## src/rtl/imuldiv_int_div_iterative_if.sv

```systemverilog
// Request/response bundle for the iterative divider.
// The request side carries the function select and both operands under val/rdy.
// The response side carries {remainder, quotient} under val/rdy.
interface imuldiv_int_div_iterative_if;
    logic        divreq_msg_fn;
    logic [31:0] divreq_msg_a;
    logic [31:0] divreq_msg_b;
    logic        divreq_val;
    logic        divreq_rdy;
    logic [63:0] divresp_msg_result;
    logic        divresp_val;
    logic        divresp_rdy;

    // Source/sink harness side: issues requests and consumes responses.
    modport master (
        output divreq_msg_fn,
        output divreq_msg_a,
        output divreq_msg_b,
        output divreq_val,
        input  divreq_rdy,
        input  divresp_msg_result,
        input  divresp_val,
        output divresp_rdy
    );

    // Divider side: accepts requests and produces responses.
    modport slave (
        input  divreq_msg_fn,
        input  divreq_msg_a,
        input  divreq_msg_b,
        input  divreq_val,
        output divreq_rdy,
        output divresp_msg_result,
        output divresp_val,
        input  divresp_rdy
    );
endinterface

```

## src/rtl/imuldiv_int_div_iterative.sv

```systemverilog
// Iterative 32-bit restoring divider (signed/unsigned), one op in flight.
// Operation: accept in IDLE, run 32 shift-subtract steps in CALC, then hold
// {remainder, quotient} in DONE until the sink takes it.
// Signs are stripped on accept and restored combinationally on the output.
module imuldiv_int_div_iterative (
    input  logic                              clk,
    input  logic                              reset,
    imuldiv_int_div_iterative_if.slave        div_if
);

    typedef enum logic [1:0] {
        IDLE = 2'd0,
        CALC = 2'd1,
        DONE = 2'd2
    } state_t;

    state_t      state_q;
    logic [5:0]  cnt_q;
    // Upper half is the partial remainder, lower half shifts the dividend out
    // and the quotient in. The 65th bit of the textbook form is always zero
    // (the partial remainder stays below the divisor) and is not stored.
    logic [63:0] rem_quot_q;
    logic [31:0] divisor_q;
    logic [31:0] dividend_q;
    logic        sign_a_q;
    logic        sign_b_q;
    logic        div_zero_q;
    logic        req_rdy_q;
    logic        resp_val_q;

    logic signed [31:0] req_a_s;
    logic signed [31:0] req_b_s;
    logic               sign_a_d;
    logic               sign_b_d;
    logic [32:0]        trial_d;
    logic [63:0]        step_d;
    logic [31:0]        quot_raw;
    logic [31:0]        rem_raw;
    logic [63:0]        result_d;

    function automatic logic [31:0] neg32(input logic [31:0] x);
        return (~x) + 32'd1;
    endfunction

    function automatic logic [31:0] cond_neg32(input logic [31:0] x, input logic en);
        return en ? neg32(x) : x;
    endfunction

    assign req_a_s  = div_if.divreq_msg_a;
    assign req_b_s  = div_if.divreq_msg_b;
    assign sign_a_d = div_if.divreq_msg_fn & (req_a_s < 0);
    assign sign_b_d = div_if.divreq_msg_fn & (req_b_s < 0);

    // Trial subtraction of the divisor from the shifted partial remainder.
    // rem_quot_q[63:31] is bits [64:32] of the register shifted left by one.
    assign trial_d = rem_quot_q[63:31] - {1'b0, divisor_q};
    assign step_d  = trial_d[32] ? {rem_quot_q[62:0], 1'b0}
                                 : {trial_d[31:0], rem_quot_q[30:0], 1'b1};

    assign quot_raw = rem_quot_q[31:0];
    assign rem_raw  = rem_quot_q[63:32];

    // Output fix-up: divide-by-zero override, else restore signs; zero when not DONE.
    always_comb begin
        result_d = '0;
        if (state_q == DONE) begin
            if (div_zero_q) begin
                result_d = {dividend_q, 32'hFFFF_FFFF};
            end else begin
                result_d = {cond_neg32(rem_raw, sign_a_q),
                            cond_neg32(quot_raw, sign_a_q ^ sign_b_q)};
            end
        end
    end

    assign div_if.divreq_rdy         = req_rdy_q;
    assign div_if.divresp_val        = resp_val_q;
    assign div_if.divresp_msg_result = result_d;

    // Control FSM with datapath registers and registered handshake outputs.
    always_ff @(posedge clk) begin
        if (reset) begin
            state_q    <= IDLE;
            cnt_q      <= '0;
            rem_quot_q <= '0;
            divisor_q  <= '0;
            dividend_q <= '0;
            sign_a_q   <= 1'b0;
            sign_b_q   <= 1'b0;
            div_zero_q <= 1'b0;
            req_rdy_q  <= 1'b1;
            resp_val_q <= 1'b0;
        end else begin
            case (state_q)
                IDLE: begin
                    if (div_if.divreq_val && req_rdy_q) begin
                        state_q    <= CALC;
                        cnt_q      <= 6'd32;
                        rem_quot_q <= {32'd0, cond_neg32(div_if.divreq_msg_a, sign_a_d)};
                        divisor_q  <= cond_neg32(div_if.divreq_msg_b, sign_b_d);
                        dividend_q <= div_if.divreq_msg_a;
                        sign_a_q   <= sign_a_d;
                        sign_b_q   <= sign_b_d;
                        div_zero_q <= (div_if.divreq_msg_b == 32'd0);
                        req_rdy_q  <= 1'b0;
                    end
                end
                CALC: begin
                    // Divide-by-zero runs the full sequence too, keeping latency fixed.
                    rem_quot_q <= step_d;
                    cnt_q      <= cnt_q - 6'd1;
                    if (cnt_q == 6'd1) begin
                        state_q    <= DONE;
                        resp_val_q <= 1'b1;
                    end
                end
                DONE: begin
                    if (div_if.divresp_rdy) begin
                        state_q    <= IDLE;
                        resp_val_q <= 1'b0;
                        req_rdy_q  <= 1'b1;
                    end
                end
                default: begin
                    state_q    <= IDLE;
                    req_rdy_q  <= 1'b1;
                    resp_val_q <= 1'b0;
                end
            endcase
        end
    end

endmodule
```

## src/flat_wrapper.sv

```systemverilog
// flat-port wrapper written by rule: the top's interface ports become plain ports
module imuldiv_int_div_iterative_flat 
  (clk, reset, div_if_divreq_msg_fn, div_if_divreq_msg_a, div_if_divreq_msg_b, div_if_divreq_val, div_if_divreq_rdy, div_if_divresp_msg_result, div_if_divresp_val, div_if_divresp_rdy);
  imuldiv_int_div_iterative_if div_if_i ();
  input  logic clk;
  input  logic reset;
  input wire logic [$bits(div_if_i.divreq_msg_fn)-1:0] div_if_divreq_msg_fn;
  input wire logic [$bits(div_if_i.divreq_msg_a)-1:0] div_if_divreq_msg_a;
  input wire logic [$bits(div_if_i.divreq_msg_b)-1:0] div_if_divreq_msg_b;
  input wire logic [$bits(div_if_i.divreq_val)-1:0] div_if_divreq_val;
  output wire logic [$bits(div_if_i.divreq_rdy)-1:0] div_if_divreq_rdy;
  output wire logic [$bits(div_if_i.divresp_msg_result)-1:0] div_if_divresp_msg_result;
  output wire logic [$bits(div_if_i.divresp_val)-1:0] div_if_divresp_val;
  input wire logic [$bits(div_if_i.divresp_rdy)-1:0] div_if_divresp_rdy;
  assign div_if_i.divreq_msg_fn = div_if_divreq_msg_fn;
  assign div_if_i.divreq_msg_a = div_if_divreq_msg_a;
  assign div_if_i.divreq_msg_b = div_if_divreq_msg_b;
  assign div_if_i.divreq_val = div_if_divreq_val;
  assign div_if_divreq_rdy = div_if_i.divreq_rdy;
  assign div_if_divresp_msg_result = div_if_i.divresp_msg_result;
  assign div_if_divresp_val = div_if_i.divresp_val;
  assign div_if_i.divresp_rdy = div_if_divresp_rdy;
  imuldiv_int_div_iterative u_core (.clk(clk), .reset(reset), .div_if(div_if_i));
endmodule
```

## config.mk

```make
export PLATFORM = sky130hd
export DESIGN_NAME = imuldiv_int_div_iterative_flat
export DESIGN_NICKNAME = d
export VERILOG_FILES = /design/src/rtl/imuldiv_int_div_iterative_if.sv /design/src/rtl/imuldiv_int_div_iterative.sv /design/src/flat_wrapper.sv
export SDC_FILE = /design/constraint.sdc
export NUM_CORES = 1
export LEC_CHECK = 0
export BUFFER_PORTS_ARGS = -buffer_cell sky130_fd_sc_hd__buf_2
export CORE_ASPECT_RATIO = 0.9
export CORE_MARGIN = 2
export CORE_UTILIZATION = 55
export CTS_CLUSTER_SIZE = 12
export DETAILED_ROUTE_END_ITERATION = 16
export PLACE_DENSITY = 0.77
export SLEW_MARGIN = 20
export SYNTH_ARGS = -nofsm -noshare
export SYNTH_HDL_FRONTEND = slang
export SYNTH_SLANG_ARGS = --single-unit
export TNS_END_PERCENT = 50
```

## constraint.sdc

```tcl
create_clock -name clk -period 7.7 [get_ports clk]
set_input_delay 1.155 -clock clk [delete_from_list [all_inputs] [get_ports clk]]
set_output_delay 1.155 -clock clk [all_outputs]
set_load 0.05 [all_outputs]
```

=== Yosys cells after proc, flatten, opt, wreduce, memory -nomap -nowiden ===
Cells that the tools add are included.

* Flip-flop bits (word level): 141
* Latch bits: 0
* RAM bits: 0
* ROM bits: 0
* Output and inout bits: 66
* Word-level logic and storage cells: 63
* Memories: 0

* Add/sub/neg operators: 6
* Multiply operators: 0
* Divide/modulo/power cells: 0
* Order comparisons: 2
* Equal/unequal tests: 6
* Shift operators: 0
* Multiplexer cells: 21
* Bitwise gates (word level): 9
* Reductions and logical operators: 9

{| class="wikitable"
|+ Operators by type and width
! kind !! count
|-
| $mux 64 || 4
|-
| $add 32x1->32 const B || 4
|-
| $mux 32 || 4
|-
| $not 32->32 || 4
|-
| $pmux 64 s2 || 1
|-
| $lt 32x1->1 const B || 2
|-
| $sub 33x32->33 || 1
|-
| $logic_not 32->1 || 1
|-
| $pmux 6 s2 || 1
|-
| $reduce_and 3->1 || 3
|-
| $eq 6x1->1 const B || 1
|-
| $mux 2 || 3
|-
| $mux 6 || 1
|-
| $pmux 1 s3 || 2
|-
| $pmux 2 s3 || 1
|-
| $sub 6x1->6 const B || 1
|-
| $mux 1 || 4
|-
| $ne 2x1->1 const B || 2
|-
| $reduce_and 2->1 || 2
|-
| $and 1x1->1 || 2
|-
| $eq 2x1->1 const B || 1
|-
| $eq 2x2->1 const B || 1
|-
| $logic_not 2->1 || 1
|-
| $ne 2x2->1 const B || 1
|-
| 4 further kinds || 5
|}

=== Depth between registers and ports, before layout ===
Gate-level depths: netlist of the first run.

* Depth after elaboration: 5
* Mapped depth: 14
* Gate-level depth less buffers: 12

=== Worst setup path after synthesis of the first run ===
Ideal clock, no wire load.

* Path kind: reg2out
* Start point: reg u_core.rem_quot_q[38]
* End point: out div_if_divresp_msg_result[57]
* Arrival: 3,944 ps
* Required time: 6,545 ps
* Path slack: 2,601 ps
* Cell stages (with the launch flop): 9
* Buffers on the path: 0
* Path through: dfxtp_1 -> or4_4 -> or4_4 -> or3_4 -> or3_4 -> or3_4 -> o31ai_2 -> xor2_1 -> a211oi_1

* Word-level cells in the longest chain between the ends: 5

{| class="wikitable"
|+ RTL lines
! what !! RTL line !! source
|-
| start, declared || imuldiv_int_div_iterative.sv:22 || <nowiki>logic [63:0] rem_quot_q;</nowiki>
|-
| start signal, assigned || imuldiv_int_div_iterative.sv:99 || <nowiki>rem_quot_q <= {32'd0, cond_neg32(div_if.divreq_msg_a, sign_a_d)};</nowiki>
|-
| start signal, assigned || imuldiv_int_div_iterative.sv:110 || <nowiki>rem_quot_q <= step_d;</nowiki>
|-
| $not 32->32 || imuldiv_int_div_iterative.sv:42 || <nowiki>return (~x) + 32'd1;</nowiki>
|-
| $add 32x1->32 || imuldiv_int_div_iterative.sv:42 ||
|-
| $mux 32 || imuldiv_int_div_iterative.sv:46 || <nowiki>return en ? neg32(x) : x;</nowiki>
|-
| $mux 64 || imuldiv_int_div_iterative.sv:67 || <nowiki>if (div_zero_q) begin</nowiki>
|-
| $mux 64 || imuldiv_int_div_iterative.sv:66 || <nowiki>if (state_q == DONE) begin</nowiki>
|-
| end, declared || flat_wrapper.sv:12 || <nowiki>output wire logic [$bits(div_if_i.divresp_msg_result)-1:0] div_if_divresp_msg_result;</nowiki>
|}

No other way between the ends.

=== Final worst setup path of the first run ===
* Start point: reg u_core.rem_quot_q[38]
* End point: out div_if_divresp_msg_result[58]

Same word-level chain as after synthesis.

==> impl_metrics.env, run 1 <==
export IMPL_clockBufferDepth=2
export IMPL_worstMarginPinSlew_ns=0.911
export IMPL_grt_overflow=0
export IMPL_crit_family="simple AND/OR/NAND/NOR gates"
export IMPL_crit_required_ns=6.55
export IMPL_fillers=1659
export IMPL_ys_warn_count=0
export IMPL_synth_most_common_cell="nand2_1"
export IMPL_crit_cells=9
export IMPL_crit_type="reg -> out"
export IMPL_finalCritPeriodShare=0.669
export IMPL_seq_area_frac_synth=0.272
export IMPL_final_nets=1616
export IMPL_yosysTopAreaCellShare=0.272
export IMPL_worst_path_max_delay_cell="or4_4"
export IMPL_clk_pin_slew_ns=0.06
export IMPL_startpoint="u_core.rem_quot_q[38]$_SDFFE_PP0P_"
export IMPL_postCtsHoldBufs=0
export IMPL_die_x_um=149
export IMPL_num_io_pins=135
export IMPL_yosys_area_top_type="dfxtp_1"
export IMPL_antennaDiodeCount=0
export IMPL_maxSlewViolCount=0
export IMPL_ctsResizeCount=0
export IMPL_worst_path_max_fanout=8
export IMPL_cts_buffers=17
export IMPL_hold_viol=0
export IMPL_setup_violations=0
export IMPL_synth_top_flop_cell="dfxtp_1"
export IMPL_maxCapViolations=0
export IMPL_synth_cells=1433
export IMPL_drt_iter0_markers=952
export IMPL_core_rowCount=47
export IMPL_synth_nets=1541
export IMPL_multiInputGateArea_um2=7050
export IMPL_arrival_ns=3.99
export IMPL_port_buffers=134
export IMPL_cts_tree="built"
export IMPL_status="complete, no violations"
export IMPL_period_minus_slack_ns=5.15
export IMPL_grt_usage=0.311
export IMPL_r2r_start="u_core.rem_quot_q[31]$_SDFFE_PP0P_"
export IMPL_grt_max_degree=67
export IMPL_endpoint="div_if_divresp_msg_result[58]"
export IMPL_route_detailed_drc=0
export IMPL_grt_setup_unrepaired="no"
export IMPL_synth_edf_count=0
export IMPL_ys_types=60
export IMPL_leakagePower_nw=4.91
export IMPL_power_density_nw_per_um2=442
export IMPL_synth_seq_cells=141
export IMPL_place_gp_congestion=0.977
export IMPL_synth_avg_cell_area_um2=7.24
export IMPL_ir_drop_v=0.000335
export IMPL_clock_sinks=141
export IMPL_relSlewSlack=0.387
export IMPL_hpwl_um=23300
export IMPL_hold_path_class="reg -> reg"
export IMPL_avgRoutedWirePerCell_um=17.9
export IMPL_reg2regPathDepth=13
export IMPL_final_setup_tns_ns=0
export IMPL_syn_area_um2=10400
export IMPL_cts_setup_buffers=0
export IMPL_cp_start_kind="flip-flop"
export IMPL_clock_latency_ns=0.43
export IMPL_synthArstFlopShare=0
export IMPL_die_y_um=134
export IMPL_clockRootBuffer="clkbuf_16"
export IMPL_areaGrowthSynthToFinish_pct=13.8
export IMPL_initial_core_util=0.562
export IMPL_layout_drive_gt1_share=0.135
export IMPL_routed_wl_um=31600
export IMPL_die_area_um2=20000
export IMPL_seqCellArea_um2=2820
export IMPL_crit_buf_inv=1
export IMPL_critical_path_cell_chain="or4_4 -> or4_4 -> or3_4 -> or3_1 -> or3_1 -> o21ai_0 -> xor2_1 -> a211oi_1 -> buf_2"
export IMPL_grt_pass1_vias=9451
export IMPL_antenna_found_initial=0
export IMPL_drtPass1Iterations=6
export IMPL_reg2reg_setup_slack_ns=3.97
export IMPL_ant_nets=0
export IMPL_fmax_mhz=194
export IMPL_skew_ns=0.0136
export IMPL_critPathMaxStageDelay_ns=0.59
export IMPL_power_mw=5.22
export IMPL_cp_end_kind="primary output"
export IMPL_reg2reg_to="u_core.rem_quot_q[58]$_SDFFE_PP0P_"
export IMPL_grt_pass1_wl_um=49900
export IMPL_synthTopCellsByCount="nand2_1 (210), a21oi_1 (188), dfxtp_1 (141), nor2_1 (135), xor2_1 (84)"
export IMPL_core_um2=18500
export IMPL_synthTopCellsByArea="dfxtp_1 (27%), a21oi_1 (9.1%), nand2_1 (7.6%)"
export IMPL_vias=10800
export IMPL_cts_htree_levels=4
export IMPL_avgViaCountPerCell=6.10
==> worst min-delay path by stage <==
stage | depth (start not counted) | to | start | slack (ns)
6_report | 2 | u_core.dividend_q[3]$_SDFFE_PP0P_ | u_core.dividend_q[3]$_SDFFE_PP0P_ | 0.45
3_3_place_gp | 2 | u_core.dividend_q[22]$_SDFFE_PP0P_ | u_core.dividend_q[22]$_SDFFE_PP0P_ | 0.44
3_5_place_dp | 2 | u_core.dividend_q[25]$_SDFFE_PP0P_ | u_core.dividend_q[25]$_SDFFE_PP0P_ | 0.45
2_1_floorplan | 2 | u_core.divisor_q[17]$_SDFFE_PP0P_ | u_core.divisor_q[17]$_SDFFE_PP0P_ | 0.43
5_1_grt | 2 | u_core.dividend_q[2]$_SDFFE_PP0P_ | u_core.dividend_q[2]$_SDFFE_PP0P_ | 0.47
4_1_cts | 2 | u_core.dividend_q[3]$_SDFFE_PP0P_ | u_core.dividend_q[3]$_SDFFE_PP0P_ | 0.45
==> cell usage in the layout, fill, tap and decap left out, types with 38 or more instances in the layout <==
master,Yosys,final
a21oi_1,188,188
ha_1,38,38
inv_1,51,50
o21ai_0,81,81
nand2_1,210,210
buf_2,2,133
xor2_1,84,83
dfxtp_1,141,140
xnor2_1,59,59
nor2_1,135,134
==> logic make-up after synthesis <==
family	Yosys count	synth area share
AOI/OAI and AO/OA	435	0.255
xor gates and xnor gates	143	0.121
buffers and inverters	143	0.0520
muxes	33	0.0320
and+or+nand+nor	499	0.220
adders and majority gates	39	0.0478
DFF	141	0.272
==> layer usage <==
metal,vias to the layer above,track usage,wire length (um)
met5,-,0,0
met4,0,0.108,1060
met3,54,0.0687,2850
met2,459,0.484,14000
met1,5021,0.426,13700
li1,5242,-,-
==> worst register-to-register path, delay by kind of cell (launching register included) <==
kind            cells  cell delay (ns)
compound gates      5             0.97
xor+xnor            1             0.17
fa+ha+maj           2             0.60
buf+inv             2             0.38
flops               1             0.42
simple gates        3             1.06
==> layout make-up <==
| type | instances | area share |
|---|---|---|
| clock inverter | 14 | 0.0175 |
| multi-input combinational | 1149 | 0.598 |
| sequential | 141 | 0.239 |
| inverter | 51 | 0.0162 |
| clock buffer | 18 | 0.0372 |
| tap | 245 | 0.0260 |
| timing repair buffer | 148 | 0.0660 |
==> where the power goes <==
part	switching, mW	leakage [nW]	internal, mW
clock network	0.349	0.306	0.558
registers	0.208	1.15	0.846
logic	1.90	3.45	1.35
==> through the flow <==
| stage | instances | util | hold WS, ns | area (um^2) | setup slack (ns) |
|---|---|---|---|---|---|
| 6_report | 1766 | 0.639 | 0.453 | 11800 | 2.55 |
| 5_1_grt | 1766 | 0.639 | 0.470 | 11800 | 2.42 |
| 3_3_place_gp | 1734 | 0.604 | 0.440 | 11200 | 3.08 |
| 3_5_place_dp | 1734 | 0.604 | 0.446 | 11200 | 3.03 |
| 4_1_cts | 1766 | 0.639 | 0.454 | 11800 | 2.57 |
| 2_1_floorplan | 1433 | - | 0.432 | 10400 | 2.60 |
==> state kept, by name, indices dropped and copies added (netlist names) <==
signal                     flops
u_core.state_q                 2
u_core.div_zero_q              1
u_core.sign_a_q                1
u_core.div_if.divresp_val      1
u_core.sign_b_q                1
u_core.divisor_q              32
u_core.div_if.divreq_rdy       1
u_core.rem_quot_q             64
u_core.cnt_q                   6
u_core.dividend_q             32
No activity file was read; power rests on OpenSTA's default activity.
==> run 2: changes to the inputs <==
--- a/config.mk
+++ b/config.mk
@@ -5,13 +5,14 @@
 export SDC_FILE = /design/constraint.sdc
 export NUM_CORES = 1
 export LEC_CHECK = 0
+export ABC_AREA = 1
 export BUFFER_PORTS_ARGS = -buffer_cell sky130_fd_sc_hd__buf_2
 export CORE_ASPECT_RATIO = 0.9
 export CORE_MARGIN = 2
 export CORE_UTILIZATION = 55
 export CTS_CLUSTER_SIZE = 12
 export DETAILED_ROUTE_END_ITERATION = 16
-export PLACE_DENSITY = 0.77
+export PLACE_DENSITY = 0.79
 export SLEW_MARGIN = 20
 export SYNTH_ARGS = -nofsm -noshare
 export SYNTH_HDL_FRONTEND = slang
==> constraint.sdc (replaced) <==
create_clock -name clk -period 4.6 [get_ports clk]
set_input_delay 0.69 -clock clk [delete_from_list [all_inputs] [get_ports clk]]
set_output_delay 0.69 -clock clk [all_outputs]
set_load 0.05 [all_outputs]
==> impl_metrics.env, run 2 <==
export IMPL_crit_family="buffers and inverters"
export IMPL_hold_depth=2
export IMPL_hpwl_um=34000
export IMPL_die_x_um=164
export IMPL_grt_pass1_vias=13200
export IMPL_initial_core_util=0.564
export IMPL_hold_path_class="reg -> reg"
export IMPL_clockRootBuffer="clkbuf_16"
export IMPL_layout_drive_gt1_share=0.146
export IMPL_drt_iter0_markers=1577
export IMPL_largest_reg_flops=64
export IMPL_cts_setup_buffers=0
export IMPL_antennaDiodeCount=0
export IMPL_startpoint="u_core.div_zero_q$_SDFFE_PP0P_"
export IMPL_min_to="u_core.dividend_q[31]$_SDFFE_PP0P_"
export IMPL_die_area_um2=24400
export IMPL_crit_type="reg -> out"
export IMPL_reg2regPathDepth=16
export IMPL_antenna_found_initial=0
export IMPL_fmax_mhz=237
export IMPL_multiInputGateArea_um2=8190
export IMPL_critical_path_cell_chain="clkinv_2 -> a31oi_1 -> buf_2"
export IMPL_postCtsHoldBufs=0
export IMPL_seqCellArea_um2=2820
export IMPL_layout_common_cells="nand2_1 (534), inv_1 (330), nor2_1 (205)"
export IMPL_power_density_nw_per_um2=579
export IMPL_final_common_cell="nand2_1"
export IMPL_die_y_um=148
export IMPL_hold_start="u_core.dividend_q[31]$_SDFFE_PP0P_"
export IMPL_avgViaCountPerCell=5.78
export IMPL_final_core_util=0.624
export IMPL_cp_end_kind="primary output"
export IMPL_syn_area_um2=12700
export IMPL_synthArstFlopShare=0
export IMPL_worst_path_max_delay_cell="clkinv_2"
export IMPL_relSlewSlack=0.287
export IMPL_avgRoutedWirePerCell_um=17.4
export IMPL_synth_avg_cell_area_um2=5.93
export IMPL_cp_start_kind="flip-flop"
export IMPL_routed_wl_um=44100
export IMPL_ctsResizeCount=0
export IMPL_synth_top_flop_cell="dfxtp_1"
export IMPL_whs_ns=0.468
export IMPL_final_setup_tns_ns=0
export IMPL_reg2reg_setup_slack_ns=1.65
export IMPL_ys_warn_count=0
export IMPL_synthTopCellsByArea="dfxtp_1 (22%), nand2_1 (16%), inv_1 (9.8%)"
export IMPL_maxSlewViolCount=0
export IMPL_arrival_ns=3.53
export IMPL_port_buffers=134
export IMPL_ys_types=55
export IMPL_ir_drop_v=0.000431
export IMPL_power_mw=8.16
export IMPL_place_gp_congestion=1.00
export IMPL_clk_pin_slew_ns=0.07
export IMPL_clock_sinks=141
export IMPL_core_rowCount=52
export IMPL_yosysTopAreaCellShare=0.222
export IMPL_post_place_cells=2507
export IMPL_setup_violations=0
export IMPL_clockBufferDepth=2
export IMPL_clock_latency_ns=0.44
export IMPL_route_detailed_drc=0
export IMPL_ant_nets=0
export IMPL_crit_buf_inv=2
export IMPL_synth_edf_count=0
export IMPL_fillers=2208
export IMPL_num_io_pins=135
export IMPL_grt_max_degree=81
export IMPL_top_regs="u_core.rem_quot_q x64, u_core.dividend_q x32, u_core.divisor_q x32"
export IMPL_grt_pass1_wl_um=69300
export IMPL_vias=14700
export IMPL_synth_seq_cells=141
export IMPL_status="complete, no violations"
export IMPL_synthTopCellsByCount="nand2_1 (534), inv_1 (331), nor2_1 (206), nand3_1 (143), dfxtp_1 (141)"
export IMPL_areaGrowthSynthToFinish_pct=10.7
export IMPL_max_flop_register="u_core.rem_quot_q"
export IMPL_synth_cells=2148
export IMPL_synth_most_common_cell="nand2_1"
export IMPL_r2r_start="u_core.rem_quot_q[31]$_SDFFE_PP0P_"
export IMPL_leakagePower_nw=7.33
export IMPL_core_um2=22600
export IMPL_grt_overflow=0
export IMPL_grt_usage=0.362
export IMPL_cts_tree="built"
export IMPL_hold_viol=0
export IMPL_final_nets=2337
export IMPL_cts_htree_levels=4
export IMPL_reg2reg_to="u_core.rem_quot_q[34]$_SDFFE_PP0P_"
export IMPL_worst_path_max_fanout=80
export IMPL_period_minus_slack_ns=4.22
export IMPL_final_cell_count_no_fill=2539
export IMPL_finalCritPeriodShare=0.917
export IMPL_seq_area_frac_synth=0.222
export IMPL_worstMarginPinSlew_ns=1.07
export IMPL_maxCapViolations=0
export IMPL_grt_setup_unrepaired="no"
export IMPL_crit_required_ns=3.91
export IMPL_yosys_area_top_type="dfxtp_1"
export IMPL_drtPass1Iterations=6
export IMPL_skew_ns=0.0112
export IMPL_critPathMaxStageDelay_ns=1.10
export IMPL_cts_buffers=17
export IMPL_synth_nets=2256
run 2: worst max path at each step:
stage,to,slack [ns],cells after the start
4_1_cts,div_if_divresp_msg_result[36],0.91,4
5_1_grt,div_if_divresp_msg_result[36],0.33,3
3_5_place_dp,div_if_divresp_msg_result[36],1.39,4
3_3_place_gp,div_if_divresp_msg_result[29],1.49,15
6_report,div_if_divresp_msg_result[36],0.38,3
2_1_floorplan,div_if_divresp_msg_result[56],1.64,10
run 2: cells by family after synthesis:
| group | Yosys count | synth area share |
|---|---|---|
| AOI/OAI and AO/OA | 414 | 0.190 |
| xor gates and xnor gates | 40 | 0.0275 |
| adders and majority gates | 39 | 0.0389 |
| and+or+nand+nor | 1074 | 0.387 |
| buffers and inverters | 440 | 0.135 |
| DFF | 141 | 0.222 |
run 2: area by class of cell:
type | instances | area share
repair buffers | 146 | 0.0550
well taps | 297 | 0.0264
multi-input cells | 1567 | 0.581
clock inverters | 14 | 0.0110
inverters | 356 | 0.0950
clock buffers | 18 | 0.0312
flip-flops and latches | 141 | 0.200
run 2: worst register-to-register path, stage by stage, from the launching register on:
cell and delay (ns):
dfxtp_1 0.39, inv_1 0.11, ha_1 0.22, fa_1 0.41, inv_1 0.10, nand2_1 0.07
nand2_1 0.13, nand3_2 0.10, nand2_4 0.11, nand2_4 0.06, nand2_4 0.08, nand2_4 0.09
nand3_4 0.33, nand2_8 0.28, nand2_1 0.15, nand3_1 0.07, a21oi_1 0.15
run 2: report_power, final:
group | switching, mW | leakage (nW) | total, mW | internal (mW)
sequential | 0.220 | 1.16 | 1.63 | 1.41
clock | 0.633 | 0.288 | 1.41 | 0.782
combinational | 3.60 | 5.89 | 5.11 | 1.52
total | 4.45 | 7.33 | 8.16 | 3.71
run 2: metrics by stage:
stage	worst slack, ns	instance area, um^2
floorplan	1.64	12700
global placement	1.49	13500
detailed placement	1.39	13500
CTS	0.914	14100
global route	0.328	14100
finish	0.382	14100
run 2: routing by layer:
metal	wire length, um	vias up	GRT usage
met5	117	-	0.0372
met4	1080	4	0.0996
met3	4770	82	0.0973
met2	18300	702	0.539
met1	19800	6729	0.510
li1	-	7146	-
